===== config.mk =====
export PLATFORM = sky130hd
export DESIGN_NAME = nes_pad_reader_flat
export DESIGN_NICKNAME = d
export VERILOG_FILES = /design/src/rtl/nes_pad_reader_pkg.sv /design/src/rtl/nes_pad_reader_if.sv /design/src/rtl/nes_pad_reader_sync_2ff.sv /design/src/rtl/nes_pad_reader.sv /design/src/flat_wrapper.sv
export SDC_FILE = /design/constraint.sdc
export NUM_CORES = 1
export LEC_CHECK = 0
export ABC_AREA = 1
export CAP_MARGIN = 25
export CORE_ASPECT_RATIO = 1.2
export CORE_MARGIN = 2
export CORE_UTILIZATION = 49
export DETAILED_ROUTE_END_ITERATION = 10
export PLACE_DENSITY = 0.74
export SETUP_SLACK_MARGIN = 0.05
export SLEW_MARGIN = 20
export SYNTH_ARGS = -nofsm -noshare
export SYNTH_HDL_FRONTEND = slang
export SYNTH_SLANG_ARGS = --single-unit

===== constraint.sdc =====
create_clock -name pixelClock -period 1.4 [get_ports pixelClock]
set_input_delay 0.14 -clock pixelClock [delete_from_list [all_inputs] [get_ports pixelClock]]
set_output_delay 0.14 -clock pixelClock [all_outputs]
set_load 0.1 [all_outputs]

===== src/rtl/nes_pad_reader_pkg.sv =====
// Shared NES pad definitions: button bit positions used by game logic,
// default pad timing and the reader FSM state encoding.
package NesPad;

    localparam int buttonA      = 0;
    localparam int buttonB      = 1;
    localparam int buttonSelect = 2;
    localparam int buttonStart  = 3;
    localparam int buttonUp     = 4;
    localparam int buttonDown   = 5;
    localparam int buttonLeft   = 6;
    localparam int buttonRight  = 7;

    localparam int buttonCount  = 8;
    localparam int lastBitIndex = buttonCount - 1;

    // ~12us latch and ~6us half bit at a 25.175MHz pixel clock
    localparam int defaultLatchCycles   = 302;
    localparam int defaultHalfBitCycles = 151;

    typedef enum logic [2:0] {
        IDLE     = 3'd0,
        LATCH    = 3'd1,
        GAP      = 3'd2,
        CLK_HIGH = 3'd3,
        CLK_LOW  = 3'd4,
        DONE     = 3'd5
    } padState_t;

    // Wide enough to hold the longest phase length without wrapping.
    function automatic int counterWidth(int latchCycles, int halfBitCycles);
        int longest;
        longest = (latchCycles > halfBitCycles) ? latchCycles : halfBitCycles;
        return $clog2(longest + 1);
    endfunction

endpackage


===== src/rtl/nes_pad_reader_if.sv =====
// Signal bundle between the pad reader, the controller port and game logic.
// master = the reader; slave = the pad/game side that feeds and consumes it.
interface nes_pad_reader_if;

    logic       vSyncStart;
    logic       nesData;
    logic       nesLatch;
    logic       nesClock;
    logic [7:0] buttons;
    logic [7:0] buttonsPressed;
    logic       buttonsValid;
    logic       busy;

    modport master (
        input  vSyncStart,
        input  nesData,
        output nesLatch,
        output nesClock,
        output buttons,
        output buttonsPressed,
        output buttonsValid,
        output busy
    );

    modport slave (
        output vSyncStart,
        output nesData,
        input  nesLatch,
        input  nesClock,
        input  buttons,
        input  buttonsPressed,
        input  buttonsValid,
        input  busy
    );

endinterface


===== src/rtl/nes_pad_reader_sync_2ff.sv =====
// Two-flop synchronizer for a single asynchronous input, with a
// configurable reset value so idle lines come up in their inactive state.
module sync_2ff #(
    parameter logic RESET_VALUE = 1'b0
) (
    input  logic clock,
    input  logic reset,
    input  logic asyncIn,
    output logic syncOut
);

    logic meta;

    // NOTE: sequential state always uses non-blocking assignments so every
    // flop samples the pre-edge value; blocking here would collapse the chain.
    always_ff @(posedge clock or posedge reset) begin
        if (reset) begin
            meta    <= RESET_VALUE;
            syncOut <= RESET_VALUE;
        end else begin
            meta    <= asyncIn;
            syncOut <= meta;
        end
    end

endmodule


===== src/rtl/nes_pad_reader.sv =====
// NES controller reader: once per frame latches the pad, clocks in 8 bits and
// publishes them as active-high buttons plus a newly-pressed mask.
module nes_pad_reader
    import NesPad::*;
#(
    parameter int LATCH_CYCLES    = defaultLatchCycles,
    parameter int HALF_BIT_CYCLES = defaultHalfBitCycles
) (
    input  logic             pixelClock,
    input  logic             reset,
    nes_pad_reader_if.master pad
);

    localparam int               CNT_W       = counterWidth(LATCH_CYCLES, HALF_BIT_CYCLES);
    localparam logic [CNT_W-1:0] latchLast   = CNT_W'(LATCH_CYCLES - 1);
    localparam logic [CNT_W-1:0] halfBitLast = CNT_W'(HALF_BIT_CYCLES - 1);
    localparam logic [2:0]       finalBit    = 3'(lastBitIndex);

    padState_t        state, stateNext;
    logic [CNT_W-1:0] count, countNext, countStep;
    logic             countDone;
    logic [2:0]       bitIndex, bitIndexNext;
    logic [7:0]       shift, shiftNext;
    logic [7:0]       buttons, buttonsNext;
    logic [7:0]       pressed, pressedNext;
    logic             latchOut, clockOut, validOut, busyOut;
    logic             dataSync;

    // The data line idles high (pulled up), so the synchronizer resets to 1.
    sync_2ff #(
        .RESET_VALUE (1'b1)
    ) dataSyncInst (
        .clock   (pixelClock),
        .reset   (reset),
        .asyncIn (pad.nesData),
        .syncOut (dataSync)
    );

    assign countDone = (state == LATCH) ? (count == latchLast) : (count == halfBitLast);
    assign countStep = countDone ? '0 : count + CNT_W'(1);

    // NOTE: every variable driven here gets a default first, so no path can
    // leave one unassigned and infer a latch.
    always_comb begin
        stateNext    = state;
        countNext    = count;
        bitIndexNext = bitIndex;
        shiftNext    = shift;
        buttonsNext  = buttons;
        pressedNext  = '0;

        unique case (state)
            IDLE: begin
                if (pad.vSyncStart) begin
                    stateNext    = LATCH;
                    countNext    = '0;
                    bitIndexNext = '0;
                end
            end
            LATCH: begin
                countNext = countStep;
                if (countDone) stateNext = GAP;
            end
            GAP: begin
                countNext = countStep;
                if (countDone) begin
                    shiftNext    = {dataSync, shift[7:1]};
                    bitIndexNext = 3'd1;
                    stateNext    = CLK_HIGH;
                end
            end
            CLK_HIGH: begin
                countNext = countStep;
                if (countDone) stateNext = CLK_LOW;
            end
            CLK_LOW: begin
                countNext = countStep;
                if (countDone) begin
                    shiftNext = {dataSync, shift[7:1]};
                    if (bitIndex == finalBit) begin
                        // The shift register holds raw active-low pad bits.
                        stateNext   = DONE;
                        buttonsNext = ~shiftNext;
                        pressedNext = ~shiftNext & ~buttons;
                    end else begin
                        bitIndexNext = bitIndex + 3'd1;
                        stateNext    = CLK_HIGH;
                    end
                end
            end
            DONE: begin
                stateNext = IDLE;
            end
            default: begin
                stateNext = IDLE;
            end
        endcase
    end

    // Pad-facing and strobe outputs are registered from the next state so the
    // off-chip latch/clock lines never carry decode glitches.
    always_ff @(posedge pixelClock or posedge reset) begin
        if (reset) begin
            state    <= IDLE;
            count    <= '0;
            bitIndex <= '0;
            shift    <= '1;
            buttons  <= '0;
            pressed  <= '0;
            latchOut <= 1'b0;
            clockOut <= 1'b0;
            validOut <= 1'b0;
            busyOut  <= 1'b0;
        end else begin
            state    <= stateNext;
            count    <= countNext;
            bitIndex <= bitIndexNext;
            shift    <= shiftNext;
            buttons  <= buttonsNext;
            pressed  <= pressedNext;
            latchOut <= (stateNext == LATCH);
            clockOut <= (stateNext == CLK_HIGH);
            validOut <= (stateNext == DONE);
            busyOut  <= (stateNext != IDLE);
        end
    end

    assign pad.nesLatch       = latchOut;
    assign pad.nesClock       = clockOut;
    assign pad.buttons        = buttons;
    assign pad.buttonsPressed = pressed;
    assign pad.buttonsValid   = validOut;
    assign pad.busy           = busyOut;

    latchClockExclusive: assert property (
        @(posedge pixelClock) disable iff (reset) !(latchOut && clockOut));

    validOnlyWhileBusy: assert property (
        @(posedge pixelClock) disable iff (reset) validOut |-> busyOut);

    pressedOnlyWhenValid: assert property (
        @(posedge pixelClock) disable iff (reset) !validOut |-> (pressed == '0));

endmodule

===== src/flat_wrapper.sv =====
// flat-port wrapper written by rule: the top's interface ports become plain ports
module nes_pad_reader_flat import NesPad::*;
#(
    parameter int LATCH_CYCLES    = defaultLatchCycles,
    parameter int HALF_BIT_CYCLES = defaultHalfBitCycles
)
  (pixelClock, reset, pad_vSyncStart, pad_nesData, pad_nesLatch, pad_nesClock, pad_buttons, pad_buttonsPressed, pad_buttonsValid, pad_busy);
  nes_pad_reader_if pad_i ();
  input  logic pixelClock;
  input  logic reset;
  input wire logic [$bits(pad_i.vSyncStart)-1:0] pad_vSyncStart;
  input wire logic [$bits(pad_i.nesData)-1:0] pad_nesData;
  output wire logic [$bits(pad_i.nesLatch)-1:0] pad_nesLatch;
  output wire logic [$bits(pad_i.nesClock)-1:0] pad_nesClock;
  output wire logic [$bits(pad_i.buttons)-1:0] pad_buttons;
  output wire logic [$bits(pad_i.buttonsPressed)-1:0] pad_buttonsPressed;
  output wire logic [$bits(pad_i.buttonsValid)-1:0] pad_buttonsValid;
  output wire logic [$bits(pad_i.busy)-1:0] pad_busy;
  assign pad_i.vSyncStart = pad_vSyncStart;
  assign pad_i.nesData = pad_nesData;
  assign pad_nesLatch = pad_i.nesLatch;
  assign pad_nesClock = pad_i.nesClock;
  assign pad_buttons = pad_i.buttons;
  assign pad_buttonsPressed = pad_i.buttonsPressed;
  assign pad_buttonsValid = pad_i.buttonsValid;
  assign pad_busy = pad_i.busy;
  nes_pad_reader #(.LATCH_CYCLES(LATCH_CYCLES), .HALF_BIT_CYCLES(HALF_BIT_CYCLES)) u_core (.pixelClock(pixelClock), .reset(reset), .pad(pad_i));
endmodule

* After elaboration in Yosys (flattened, before gate mapping) *
Index checks and enable logic that the tools add are counted.

word-level totals
  bits in registers = 45
  input bits = 4
  logic and storage cells = 60
  output and inout port bits = 20

cells by class
  muxes and demuxes = 19
  reductions and logical operators = 10
  add/sub/neg operators = 2
  bitwise operators = 3
  eq/ne operators = 14

operators with widths
  kind                                                                     number
  3-bit two-way mux                                                        10
  8-bit two-way mux                                                        3
  9-bit two-way mux                                                        2
  9-bit case mux with 2 select lines                                       1
  8-bit inverter                                                           2
  3-bit case mux with 5 select lines                                       1
  9-bit by 1-bit adder with 9-bit output, second input constant            1
  3-bit by 2-bit == test with 1-bit output, second input constant          3
  3-bit == test, second input constant                                     3
  9-bit by 8-bit == test with 1-bit output, second input constant          1
  9-bit == test, second input constant                                     1
  3-bit case mux with 3 select lines                                       1
  8-bit AND                                                                1
  3-bit by 1-bit == test with 1-bit output, second input constant          2
  3-bit nonzero test                                                       2
  5-bit AND reduction                                                      1
  2-bit by 1-bit inequality test with 1-bit output, second input constant  2
  2-bit inequality test, second input constant                             2
  2-bit AND reduction                                                      2
  4-bit OR reduction                                                       1
  3-bit by 1-bit adder with 3-bit output, second input constant            1
  3-bit logical NOT                                                        1
  3-bit AND reduction                                                      1
  2-bit nonzero test                                                       1
  2 further kinds                                                          2

* Logic depth before layout (Yosys ltp) *
Gate-level depths: netlist of the first run.

  depth after elaboration = 5
  mapped depth = 11
  depth with buffers taken out = 11

* Modules after synthesis *
From an unflattened synthesis of the first run, not the netlist that was laid out.

unflattened totals
  cell total of the unflattened synthesis = 214
  area total of the unflattened synthesis = 2,109.5 um2

by module, submodules not included
  module          sequential area each (um2)  area an instance (um2)  cells each  instances
  nes_pad_reader  1,059.8                     2,053.2                 211         1
  sync_2ff        52.6                        56.3                    3           1

* Least setup slack after synthesis of the first run *
OpenSTA, ideal clock, no wires.

  path kind = register to register
  from = register u_core.count[1]
  to = register u_core.buttons[0], in the netlist u_core.pad.buttons[0]
  cell stages (with the launch flop) = 10
  clock period less this slack = 1.429 ns
  path buffers = 1
  setup slack = -0.029 ns
  library setup time = 0.125 ns
  required time = 1.275 ns
  arrival time = 1.304 ns
  cell sequence = dfrtp_1 inv_1 nand2_1 nor2_1 nand2_1 nand2_1 nand3_4 buf_2 o21ai_0 nand2_1

on the way
  word-level cells in the longest chain between the ends = 3
  elaborated cells on any way between the ends = 4
  classes of those cells = 2 x eq/ne; 1 x mux; 1 x reduce/logical

ends and longest elaborated chain
  what                                                                       line                   source
  start, declared                                                            nes_pad_reader.sv:20   logic [CNT_W-1:0] count, countNext, countStep;
  start signal, assigned                                                     nes_pad_reader.sv:116  count <= countNext;
  9-bit by 8-bit == test with 1-bit output or 9-bit == test (tied branches)  nes_pad_reader.sv:39   assign countDone = (state == LATCH) ? (count == latchLast) : (count == halfBitLast);
  1-bit two-way mux *                                                        nes_pad_reader.sv:39
  3-bit AND reduction (no source line) *                                     n/a
  end signal, assigned                                                       nes_pad_reader.sv:119  buttons <= buttonsNext;
  end, declared                                                              nes_pad_reader.sv:24   logic [7:0] buttons, buttonsNext;

Mark *: on every way between the ends. The rest lies on a longest branch, timed or not.
A chain may end at the register's enable or synchronous reset.

* Worst setup path after layout of the first run *
  from = register u_core.count[3]
  to = register u_core.bitIndex[1]

on the way
  word-level cells in the longest chain between the ends = 4
  elaborated cells on any way between the ends = 6
  classes of those cells = 4 x eq/ne; 1 x mux; 1 x reduce/logical

ends and longest elaborated chain
  what                                                                       line                   source
  9-bit by 8-bit == test with 1-bit output or 9-bit == test (tied branches)  nes_pad_reader.sv:39
  1-bit two-way mux *                                                        nes_pad_reader.sv:39
  2-bit by 1-bit inequality test with 1-bit output (no source line)          n/a
  5-bit AND reduction (no source line) *                                     n/a
  end signal, assigned                                                       nes_pad_reader.sv:117  bitIndex <= bitIndexNext;
  end, declared                                                              nes_pad_reader.sv:22   logic [2:0] bitIndex, bitIndexNext;

Marks and branches as above.

==> impl.org, run 1 <==
** Run status
- The run finished, with violations left.
- Violated checks :: setup timing

** Timing
- Setup violations remaining at the end of the flow were counted as 41.
- Worst slew margin :: 0.709
- Period utilisation layout :: 1.19
- Achievable clock frequency :: 602 MHz
- Final period demand of the worst path :: between 1.5 and 2 ns
- The final count of hold timing violations was 0.
- Slack of the critical path :: -0.262 ns
- Count of final max-slew check failures :: 0
- Setup repair after global routing missed its margin :: true
- At the pin with the least slew margin, the transition time is 0.434 ns.
- Adding up every negative setup slack in the final design gives -7.44 ns.
- The clock arrives with 0.00956 ns of skew.
- Hold is met by roughly 0.09 ns.

** Critical path
- Data arrives at the worst endpoint at 1.84 ns.
- Start-to-end type of the worst setup path :: register to register
- Required time at the worst-slack endpoint :: about 1.6 ns
- The worst register-to-register path has a depth of 11.
- Element type at the critical path end :: register
- Worst Setup Start Kind :: register
- Critical Path Fanout Max :: 5

** Final layout
- In the final layout, the multi-input gates occupy roughly 940 um2.
- Excluding fillers, the count of instances in the completed layout stands at around 360.
- From synthesis to final layout, the design area changed by 65.2%.
- Fillers :: 200
- Registers take 1110 um2.
- 0 antenna diodes ended up in the layout.
- Share of cells above drive strength 1 :: 0.497
- For this run, the post-layout net count is around 320.

** Logic synthesis
- Of all flip-flops after synthesis, the portion carrying an async set or reset was 1.00.
- Most frequent cell after synthesis :: sky130_fd_sc_hd__nand2_1
- Synthesized area per cell :: 8.76 um2
- Largest cells by area after synthesis :: sky130_fd_sc_hd__dfrtp_1, sky130_fd_sc_hd__dfstp_2, sky130_fd_sc_hd__nand2_1
- Sequential-to-total area share from yosys stat :: 0.564
- Sorting the synthesized cells by how often they occur yields sky130_fd_sc_hd__nand2_1, sky130_fd_sc_hd__dfrtp_1, sky130_fd_sc_hd__nor2_1.
- Netlist Area Pre-Place :: slightly below 2000 um2
- Counting every net in the synthesized netlist gives around 230.
- Top-area cell type share of the netlist area :: 0.444
- Post-Synthesis Cells :: approximately 230
- Yosys printed 0 warnings.
- The synthesized design spends more area on one cell type than any other, namely sky130_fd_sc_hd__dfrtp_1.
- Among all flip-flop cells after synthesis, the most frequent one is sky130_fd_sc_hd__dfrtp_1.
- Register bit total from synthesis :: 44
- In this run, synthesis inferred 0 flip-flops with an integrated enable.
- Synth unique cells :: 23

** Place
- Worst slack at placement :: -0.223 ns
- Routability-driven placement finished with a final weighted congestion of between 0.9 and 1.
- The count of buffers added on input and output ports is 23.
- After legalization and detailed placement, the total HPWL measured 3350 um.
- Counting tap cells, the placed design contains a total of ~340 instances.

** Detailed routing
- In the routed design, unresolved DRC markers number 0.
- Detailed routing inserted a total of roughly 1900 vias.
- After detailed routing, the average wire length per cell comes to approximately 16 um.
- Post-route ant nets :: 0
- Number of search-and-repair iterations in the first detailed-routing pass :: 4
- 1st-iter DRT viols :: between 90 and 100
- Average via count per standard cell :: between 5 and 6
- Routed Wire Length :: 5920 um

** Die
- Width of the chip :: between 60 and 70 um
- Die area :: about 4500 um2
- The die is 73.5 um tall.
- In this run the count of I/O pins placed on the die edge is 24.
- For this configuration, the core starts out at a cell density of 0.504.
- Floorplan Core Area :: around 3900 um2
- Floorplan row count :: 25

** Power
- Maximum resistive drop on vdd :: around 900 uV
- Leakage :: approximately 1.6 nW
- Combinational fraction of design power :: 0.406
- Switch Pwr :: between 1 and 1.5 mW
- Power per Cell Area :: 1240 nW/um2
- Register share of total power :: 0.397
- Switching Share :: 0.366
- Internal Pwr Total :: between 2 and 3 mW
- Proportion of power drawn by the clock network :: 0.196

** Global route
- The first global-routing pass estimated ~8000 um of wire.
- Entering global routing, the biggest net connects 24 pins.
- Overall global routing resource usage :: 0.243
- Global-route congestion overflow total :: 0
- The number of global-route vias before repair came to 1819.
- Antenna violations before repair :: 0

** Clock tree
- Root cell of the clock tree :: sky130_fd_sc_hd__clkbuf_8
- Clock edge transition at the registers on the reported setup and hold paths :: roughly 0.090 ns
- Clock buffer count from CTS :: 5
- Clock sinks :: 44
- In this run the deepest clock path goes through 2 buffers.
- H-tree depth :: 2
- Clk_lat worst skew :: around 0.30 ns
- TritonCTS built the clock tree.

** Run
- Max-cap violations in this run came to 0.

** Min path
- Hold crit path type :: primary input to async pin
==> stage by stage <==
stage / utilization / power, mW / instance area (um2)
after floorplan: - / 2.23 / 1980
after global placement: 0.713 / 2.91 / 2790
after detailed placement: 0.713 / 2.93 / 2790
after CTS: 0.768 / 3.79 / 3000
after global routing: 0.833 / 4.23 / 3260
final: 0.833 / 4.02 / 3260
==> final cells by class <==
| class | count | share of cell area |
|---|---|---|
| timing repair buffer | 79 | 0.286 |
| sequential | 44 | 0.342 |
| inverter | 31 | 0.0357 |
| tap | 54 | 0.0207 |
| clock inverter | 2 | 0.00384 |
| clock buffer | 6 | 0.0223 |
| multi-input combinational | 148 | 0.290 |
==> final timing paths <==
kind                       slack [ns]                startpoint                      endpoint
min in group pixelClock          0.24               pad_nesData      u_core.dataSyncInst.meta
setup reg to reg                -0.26           u_core.count[3]            u_core.bitIndex[1]
hold / removal                   0.09                     reset  u_core.pad.buttonsPressed[0]
setup / recovery                -0.26           u_core.count[3]            u_core.bitIndex[1]
max in group asynchronous        0.81                     reset               u_core.shift[4]
hold reg to reg                  0.36  u_core.dataSyncInst.meta   u_core.dataSyncInst.syncOut
==> routing by layer <==
layer,track usage,share of wire
met1,0.290,0.39
met2,0.414,0.56
met5,0,0
met3,0.0581,0.038
met4,0.0946,0.015
==> cells in the final DEF (no fill, tap or decap), types with 12 or more instances in the layout <==
| master | Yosys | final |
|---|---|---|
| sky130_fd_sc_hd__nand2_1 | 56 | 37 |
| sky130_fd_sc_hd__nor2_2 | 3 | 14 |
| sky130_fd_sc_hd__dfrtp_1 | 35 | 34 |
| sky130_fd_sc_hd__o21ai_1 | 6 | 14 |
| sky130_fd_sc_hd__nand2_4 | 0 | 12 |
| sky130_fd_sc_hd__nor2_1 | 32 | 18 |
| sky130_fd_sc_hd__buf_12 | 0 | 23 |
| sky130_fd_sc_hd__buf_4 | 0 | 45 |
| sky130_fd_sc_hd__inv_1 | 29 | 24 |
==> cells by family (layout without fill, tap and decap cells) <==
| logic type | after synthesis | in the layout | share of synthesized area |
|---|---|---|---|
| XOR/XNOR | 1 | 1 | 0.00444 |
| flip-flops | 44 | 44 | 0.564 |
| AND/OR/NAND/NOR | 117 | 118 | 0.263 |
| adder cells (fa/ha/maj) | 3 | 3 | 0.0190 |
| buffers and inverters | 34 | 118 | 0.0730 |
| AO/OA/AOI/OAI | 26 | 26 | 0.0762 |
==> state kept, by name, summed over array words and instances (netlist names) <==
register                     count
u_core.pad.buttonsValid          1
u_core.state                     3
u_core.dataSyncInst.meta         1
u_core.shift                     7
u_core.pad.busy                  1
u_core.count                     9
u_core.pad.nesClock              1
u_core.pad.buttons               8
u_core.dataSyncInst.syncOut      1
u_core.pad.buttonsPressed        8
u_core.bitIndex                  3
u_core.pad.nesLatch              1
==> power groups by stage <==
stage / clock (mW) / sequential (mW) / combinational, mW
4_1_cts: 0.790 / 1.58 / 1.42
2_1_floorplan: 0 / 1.71 / 0.517
3_3_place_gp: 0 / 1.60 / 1.31
5_1_grt: 0.843 / 1.62 / 1.77
6_report: 0.789 / 1.60 / 1.64
3_5_place_dp: 0 / 1.60 / 1.32
==> repair_timing <==
action,4_1_cts,5_1_grt
buffers inserted,5,8
gates cloned,1,2
hold buffers,0,0
endpoints found under the setup margin,40,41
gates resized for setup,27,57
pin swaps,13,29
==> worst max-delay path, stage by stage (launching register included) <==
cell and delay [ns]:
sky130_fd_sc_hd__dfrtp_2 0.45, sky130_fd_sc_hd__inv_2 0.07, sky130_fd_sc_hd__nand2_1 0.05, sky130_fd_sc_hd__nor2_1 0.11, sky130_fd_sc_hd__nand2_1 0.10, sky130_fd_sc_hd__nand2_4 0.11
sky130_fd_sc_hd__buf_4 0.12, sky130_fd_sc_hd__nand4_1 0.11, sky130_fd_sc_hd__nand2_1 0.13, sky130_fd_sc_hd__nand2_2 0.09, sky130_fd_sc_hd__nand2_1 0.09, sky130_fd_sc_hd__o21ai_1 0.08
Note: power is estimated with default switching activity, not from simulation.
==> run 2: changes to the inputs <==
--- a/config.mk
+++ b/config.mk
@@ -13,6 +13,7 @@
 export DETAILED_ROUTE_END_ITERATION = 10
 export PLACE_DENSITY = 0.74
 export SETUP_SLACK_MARGIN = 0.05
+export SKIP_LAST_GASP = 1
 export SLEW_MARGIN = 20
 export SYNTH_ARGS = -nofsm -noshare
 export SYNTH_HDL_FRONTEND = slang
==> constraint.sdc (replaced) <==
create_clock -name pixelClock -period 1.5 [get_ports pixelClock]
set_input_delay 0.15 -clock pixelClock [delete_from_list [all_inputs] [get_ports pixelClock]]
set_output_delay 0.15 -clock pixelClock [all_outputs]
set_load 0.1 [all_outputs]
==> run 2 against run 1 <==
Compared with the run above:
- the run still ends with setup timing left
- utilization shrank 4.6 points
- design area down 5.5%
- non-clock buffer count is 21 lower
- clock power rose by 14%
- critical endpoint is now u_core.shift[1]
==> impl.org, run 2 (same netlist as run 1, synthesis figures left out) <==
** Critical path
- The critical path is of the register to register type.
- The worst setup path is captured at a register.
- Number of buffers and inverters on the critical path :: 2 (unchanged)
- Worst Setup Start Kind :: register
- The biggest cell delay along the critical path came to 0.44 ns (about the same).
- The data required time at the worst endpoint came to 1.70 ns (+0.12 ns).
- The maximum fanout along the worst path is 7 (+2).
- Slowest-stage cell, CP :: sky130_fd_sc_hd__dfrtp_1
- Data arrival time at the worst-slack endpoint :: 1.98 ns (+0.14 ns)
- Traced cell by cell, the critical path runs through nor3_4, inv_2, nand2_4, nand3_4, a21oi_4, buf_12, nand2_2, o21ai_1.
- Among cell families on the critical path, the largest total delay comes from simple AND/OR/NAND/NOR gates.

** Timing
- The achievable frequency was 564 MHz (-6.3%).
- Worst slew margin :: 0.675 (-0.0336)
- The clock period minus final worst setup slack is 1.77 ns (+0.112 ns).
- The final count of hold timing violations came to 0 (unchanged).
- Sum of negative setup slack :: -3.74 ns (+3.70 ns)
- Setup repair after global routing missed its margin :: true
- The period utilization was 1.18 (-0.00470).
- Count of final max-slew check failures :: 0 (unchanged)
- Setup clock skew after layout :: 0.00614 ns (-0.00342 ns)
- Worst hold margin :: 0.174 ns (+0.0839 ns)
- The count of final setup violators was 40 (-2.4%).
- The slew of the pin with the lowest slew margin was 0.486 ns (+0.0513 ns).
- Slack of the critical path :: -0.273 ns (-0.0116 ns)

** Global route
- Global-route wire length before repair :: 7530 um (-6.1%)
- Overall global routing resource usage :: 0.226 (-0.0170)
- Via count of the first global-routing pass :: 1706 (-6.2%)
- Maximum number of pins on one net before global-route repair :: 28 (+17%)
- The initial antenna violation count came to 0 (unchanged).
- The global-route congestion overflow total is 0 (unchanged).

** Place
- The number of buffer cells added on primary ports is 23 (unchanged).
- The instance area after placement was 2690 um2 (-3.4%).
- Routability Congestion :: 0.925 (+0.62%)
- The placed wire-length estimate after detailed placement was 3110 um (-7.2%).
- Placed insts :: 329 (-3.5%)

** Final layout
- Final net count :: 295 (-6.6%)
- Design area :: 3080 um2 (-5.5%)
- Number of antenna repair diodes :: 0 (unchanged)
- The library cell used most frequently in the layout, excluding fill and tap cells, is sky130_fd_sc_hd__dfrtp_1.
- The filler cell count in the final layout was 214 (+7.0%).
- The number of standard cells in the final layout excluding fillers is 343 (-5.8%).
- The top cell types in the final layout, fill and taps aside, are sky130_fd_sc_hd__dfrtp_1, sky130_fd_sc_hd__nand2_1, sky130_fd_sc_hd__inv_1, sky130_fd_sc_hd__buf_4.
- The layout cell share with drive strength beyond 1 was 0.436 (-0.0608).
- The number of flip-flops in the largest register is 9 (unchanged).
- The end-of-flow core utilization is 0.788 (-0.0458).
- Largest register by flop count :: u_core.count
- Post-synthesis to final-layout area growth :: 56.2%

** Run status
- The checks that failed: setup timing.
- The run finished, with violations left.

** Detailed routing
- The number of design-rule violations left by the first detailed-router iteration is 86 (-12%).
- The routed wire length per instance was 15.5 um (-4.3%).
- Count of unresolved DRC violations after routing :: 0 (unchanged)
- The antenna violation net count after detailed routing was 0 (unchanged).
- Routed Wire Length :: 5330 um (-9.9%)
- The first-pass iteration count of the detailed router came to 4 (unchanged).
- The routed via count divided by cell count was 5.31 (+3.5%).
- Via count :: 1820 (-2.5%)

** Clock tree
- The largest buffer count on any clock path is 2 (unchanged).
- Clk_lat worst skew :: 0.30 ns (about the same)
- Number of hold-repair buffers added at the cts stage :: 0 (unchanged)
- The count of H-tree levels built during CTS was 2 (unchanged).
- TritonCTS built the clock tree.
- The total clock buffers created by CTS was 5 (unchanged).
- Clock edge transition at the registers on the reported setup and hold paths :: 0.09 ns (about the same)
- The tree is rooted in a sky130_fd_sc_hd__clkbuf_8.
- Clock sinks :: 44 (unchanged)

** Power
- Maximum resistive drop on vdd :: 744 uV (-18%)
- Power per Cell Area :: 1180 nW/um2 (-4.4%)
- Leakage :: 1.49 nW (-6.1%)

** Die
- Chip Height :: 73.5 um (unchanged)
- Width of the chip :: 61.9 um (unchanged)
- Initial Util :: 0.504 (unchanged)
- Die area :: 4550 um2 (unchanged)
- Floorplan row count :: 25 (unchanged)
- The top-level port count is 24 (unchanged).
- Floorplan Core Area :: 3910 um2 (unchanged)

** Run
- # Max-Cap Violations :: 0 (unchanged)

** Min path
- Hold crit path type :: primary input to async pin
run 2: cell count changes in the layout (fill, tap and decap cells not counted), sizes merged:
cell	previous run	this run
buf	75	54
clkbuf	7	8
clkinvlp	1	0
run 2: per-layer routing:
layer,global-route usage,routed length (um),up-vias
li1,-,-,839
met3,0.0581,238,14
met2,0.379,2980,55
met4,0.0591,129,0
met5,0,0,-
met1,0.287,1980,912
run 2: worst min-delay path: cells and delay by family:
| kind | cells | cell delay (ns) |
|---|---|---|
| buffers and inverters | 3 | 0.71 |
run 2: area by class of cell:
cell class	instances	area (um2)	share of cell area
flip-flops and latches	44	1110	0.361
multi-input cells	148	896	0.291
repair buffers	58	771	0.250
inverters	31	116	0.0378
clock buffers	7	108	0.0349
well taps	54	67.6	0.0219
clock inverters	1	8.76	0.00284
run 2: final timing paths:
path / startpoint / end / slack [ns] / depth (start not counted)
hold / removal: reset / u_core.pad.busy / 0.17 / 3
setup reg to reg: u_core.state[1] / u_core.shift[1] / -0.27 / 8
hold reg to reg: u_core.dataSyncInst.meta / u_core.dataSyncInst.syncOut / 0.36 / 0
min in group pixelClock: pad_nesData / u_core.dataSyncInst.meta / 0.25 / 1
max in group asynchronous: reset / u_core.shift[1] / 0.97 / 3
setup / recovery: u_core.state[1] / u_core.shift[1] / -0.27 / 8
run 2: stage by stage:
stage / setup slack, ns / power [mW]
detailed placement: -0.101 / 2.59
global route: -0.333 / 3.81
finish: -0.273 / 3.64
CTS: -0.0876 / 3.56
global placement: -0.0482 / 2.55
floorplan: 0.0710 / 2.08
run 2: power by group:
part           total (mW)  switching (mW)  internal (mW)
Clock               0.898           0.421          0.478
Combinational        1.24           0.716          0.525
Sequential           1.50           0.142           1.35
Total                3.64            1.28           2.36
run 2: timing repair:
action                     4_1_cts  5_1_grt
setup endpoints to repair       40       41
gates resized for setup         28       38
gates cloned                     1        1
pin swaps                       10        9
setup buffers                    3        1
==> run 3: changes to the inputs <==
--- a/config.mk
+++ b/config.mk
@@ -18,3 +18,4 @@
 export SYNTH_ARGS = -nofsm -noshare
 export SYNTH_HDL_FRONTEND = slang
 export SYNTH_SLANG_ARGS = --single-unit
+export TNS_END_PERCENT = 1
==> run 3 against run 2 <==
Compared with the run above:
- the flow still finishes with violations (setup timing)
- fmax is 9.0% higher
- total power shrank 3.9%
- non-clock buffer count fell by 2
- worst hold slack better by 0.010 ns
- largest power group unchanged
==> impl.org, run 3 (same netlist as run 1, synthesis figures left out) <==
** Run status
- The flow ran to the end, but the final reports show violations.
- The checks that failed: setup timing.

** Die
- Floorplan row count :: 25 (unchanged)
- The top-level port count is 24 (unchanged).
- Chip Height :: 73.5 um (unchanged)
- The initial core utilization was 0.504 (unchanged).
- Width of the chip :: 61.9 um (unchanged)
- The core region area is 3910 um2 (unchanged).
- The area of the die is 4550 um2 (unchanged).

** Final layout
- Largest register by flop count :: u_core.count
- Share of cells above drive strength 1 :: 0.307 (-0.129)
- The library cells used most frequently in the layout, excluding fill and tap cells, are sky130_fd_sc_hd__nand2_1, sky130_fd_sc_hd__dfrtp_1, sky130_fd_sc_hd__buf_4, sky130_fd_sc_hd__nor2_1, sky130_fd_sc_hd__inv_1.
- The library cell used most frequently in the layout, excluding fill and tap cells, is sky130_fd_sc_hd__nand2_1.
- Final net count :: 293 (-0.68%)
- From synthesis to final layout, the design area changed by 45.5%.
- Final core area utilization :: 0.734 (-0.0538)
- The number of flip-flops in the largest register is 9 (unchanged).
- The number of inserted diodes is 0 (unchanged).
- The filler cell count in the final layout came to 263 (+23%).

** Clock tree
- Clock sinks :: 44 (unchanged)
- TritonCTS built the clock tree.
- The largest buffer count on any clock path was 2 (unchanged).
- The total clock buffers created by CTS is 5 (unchanged).
- Clock edge transition at the registers on the reported setup and hold paths :: 0.08 ns (about the same)
- The number of buffers inserted by hold repair at cts came to 0 (unchanged).
- The count of H-tree levels built during CTS was 2 (unchanged).
- Root cell of the clock tree :: sky130_fd_sc_hd__clkbuf_8
- Clk_lat worst skew :: 0.29 ns (about the same)

** Critical path
- The critical path is of the register to register type.
- Origin of the critical flop-to-flop path :: u_core.state[1]
- Required time at the worst-slack endpoint :: 1.73 ns (+0.03 ns)
- STA classifies the critical path endpoint as a register.
- Data arrival time at the worst-slack endpoint :: 1.85 ns (-0.13 ns)
- Worst Setup Start Kind :: register
- In this run the worst setup path begins at u_core.state[1].
- Critical Path Fanout Max :: 5 (-2)

** Timing
- Slack of the critical path :: -0.127 ns (+0.146 ns)
- The number of max-slew violations in the final report was 0 (unchanged).
- Setup clock skew after layout :: 0.00382 ns (-0.00232 ns)
- Setup repair after global routing missed its margin :: true
- Hold violation total from the final report :: 0 (unchanged)
- The relative slew slack was 0.701 (+0.0256).
- Final setup violation count :: 40 (unchanged)
- Period utilisation layout :: 1.08 (-0.0975)
- Tightest Pin Transition :: 0.447 ns (-0.0382 ns)
- Achievable clock frequency :: 615 MHz (+9.0%)
- The clock period minus final worst setup slack was 1.63 ns (-0.146 ns).

** Detailed routing
- Count of unresolved DRC violations after routing :: 0 (unchanged)
- Average via count per standard cell :: 4.90 (-7.7%)
- 1st-iter DRT viols :: 115 (+34%)
- Routed Wire Length :: 4300 um (-19%)
- Post-DR wirelength/cell :: 12.6 um (-19%)
- Post-route ant nets :: 0 (unchanged)
- The first-pass iteration count of the detailed router was 4 (unchanged).
- The via total after detailed routing is 1670 (-8.2%).

** Global route
- Via count of the first global-routing pass :: 1610 (-5.6%)
- The global-route congestion overflow total is 0 (unchanged).
- Global-route wire length before repair :: 7120 um (-5.5%)
- The largest net degree at the start of global routing came to 28 (unchanged).
- Antenna violations before repair :: 0 (unchanged)
- The overall track demand over capacity in global routing is 0.214 (-0.0119).

** Power
- Power Total :: 3.49 mW (-3.9%)
- Leakage :: 1.39 nW (-6.5%)
- Power per Cell Area :: 1220 nW/um2 (+3.2%)
- Maximum resistive drop on vdd :: 849 uV (+14%)

** Place
- The number of buffer cells added on primary ports is 23 (unchanged).
- The placed wire-length estimate after detailed placement was 3110 um (unchanged).
- Routability Congestion :: 0.925 (unchanged)

** Min path
- Hold crit path type :: primary input to async pin

** Run
- The number of maximum-capacitance constraint violations came to 0 (unchanged).
-- run 3: changes by cell type in the layout (fill, tap and decap cells not counted), sizes merged --
| cell | before | now |
|---|---|---|
| buf | 54 | 53 |
| clkbuf | 8 | 7 |
-- run 3: routing by layer --
layer	track usage	part of all wire	vias to the layer above
met5	0	0	-
met4	0.0496	0.017	0
met3	0.0528	0.040	6
met2	0.347	0.53	38
met1	0.289	0.41	795
li1	-	-	831
-- run 3: path summary, 6_finish.rpt --
check / endpoint / slack (ns) / depth (start not counted)
min in group pixelClock: u_core.dataSyncInst.meta / 0.25 / 1
min reg2reg: u_core.dataSyncInst.syncOut / 0.36 / 0
max: u_core.pad.nesLatch / -0.13 / 9
max in group asynchronous: u_core.shift[3] / 0.98 / 3
min: u_core.pad.busy / 0.18 / 3
max reg2reg: u_core.pad.nesLatch / -0.13 / 9
-- run 3: layout make-up --
class	count	area, um2	share of cell area
clock buffers	7	108	0.0375
clock inverters	1	8.76	0.00305
inverters	31	116	0.0406
multi-input cells	148	753	0.263
flip-flops and latches	44	1110	0.388
well taps	54	67.6	0.0235
repair buffers	56	703	0.245
-- run 3: where the power goes --
part / internal [mW] / switching, mW
registers: 1.35 / 0.132
logic: 0.480 / 0.648
clock network: 0.478 / 0.405
-- run 3: worst max-delay path, cell delays in order, from the launching register on --
cell                      delay (ns)
sky130_fd_sc_hd__dfrtp_1        0.43
sky130_fd_sc_hd__nor3_4         0.32
sky130_fd_sc_hd__inv_2          0.08
sky130_fd_sc_hd__nand2_4        0.10
sky130_fd_sc_hd__nand3_4        0.11
sky130_fd_sc_hd__nand2_1        0.09
sky130_fd_sc_hd__nand3_1        0.11
sky130_fd_sc_hd__nor2_2         0.16
sky130_fd_sc_hd__nand2_1        0.07
sky130_fd_sc_hd__nor2_1         0.09
-- run 3: per-stage QoR --
step	setup WS (ns)	hold slack (ns)	setup TNS, ns	area (um2)	instances
final	-0.127	0.184	-2.03	2870	341
after global routing	-0.247	0.223	-6.63	2870	341
after CTS	-0.104	0.184	-2.40	2840	339
after detailed placement	-0.101	0.349	-0.997	2690	329
after global placement	-0.0482	0.346	-0.0686	2690	329
after floorplan	0.0710	0.154	0	1970	225
-- run 3: repair_timing --
| item | CTS | global route |
|---|---|---|
| pin swaps | 1 | 4 |
| setup buffers | 1 | 2 |
| endpoints found under the setup margin | 40 | 41 |
| gates cloned | 1 | 0 |
| gates resized for setup | 4 | 4 |
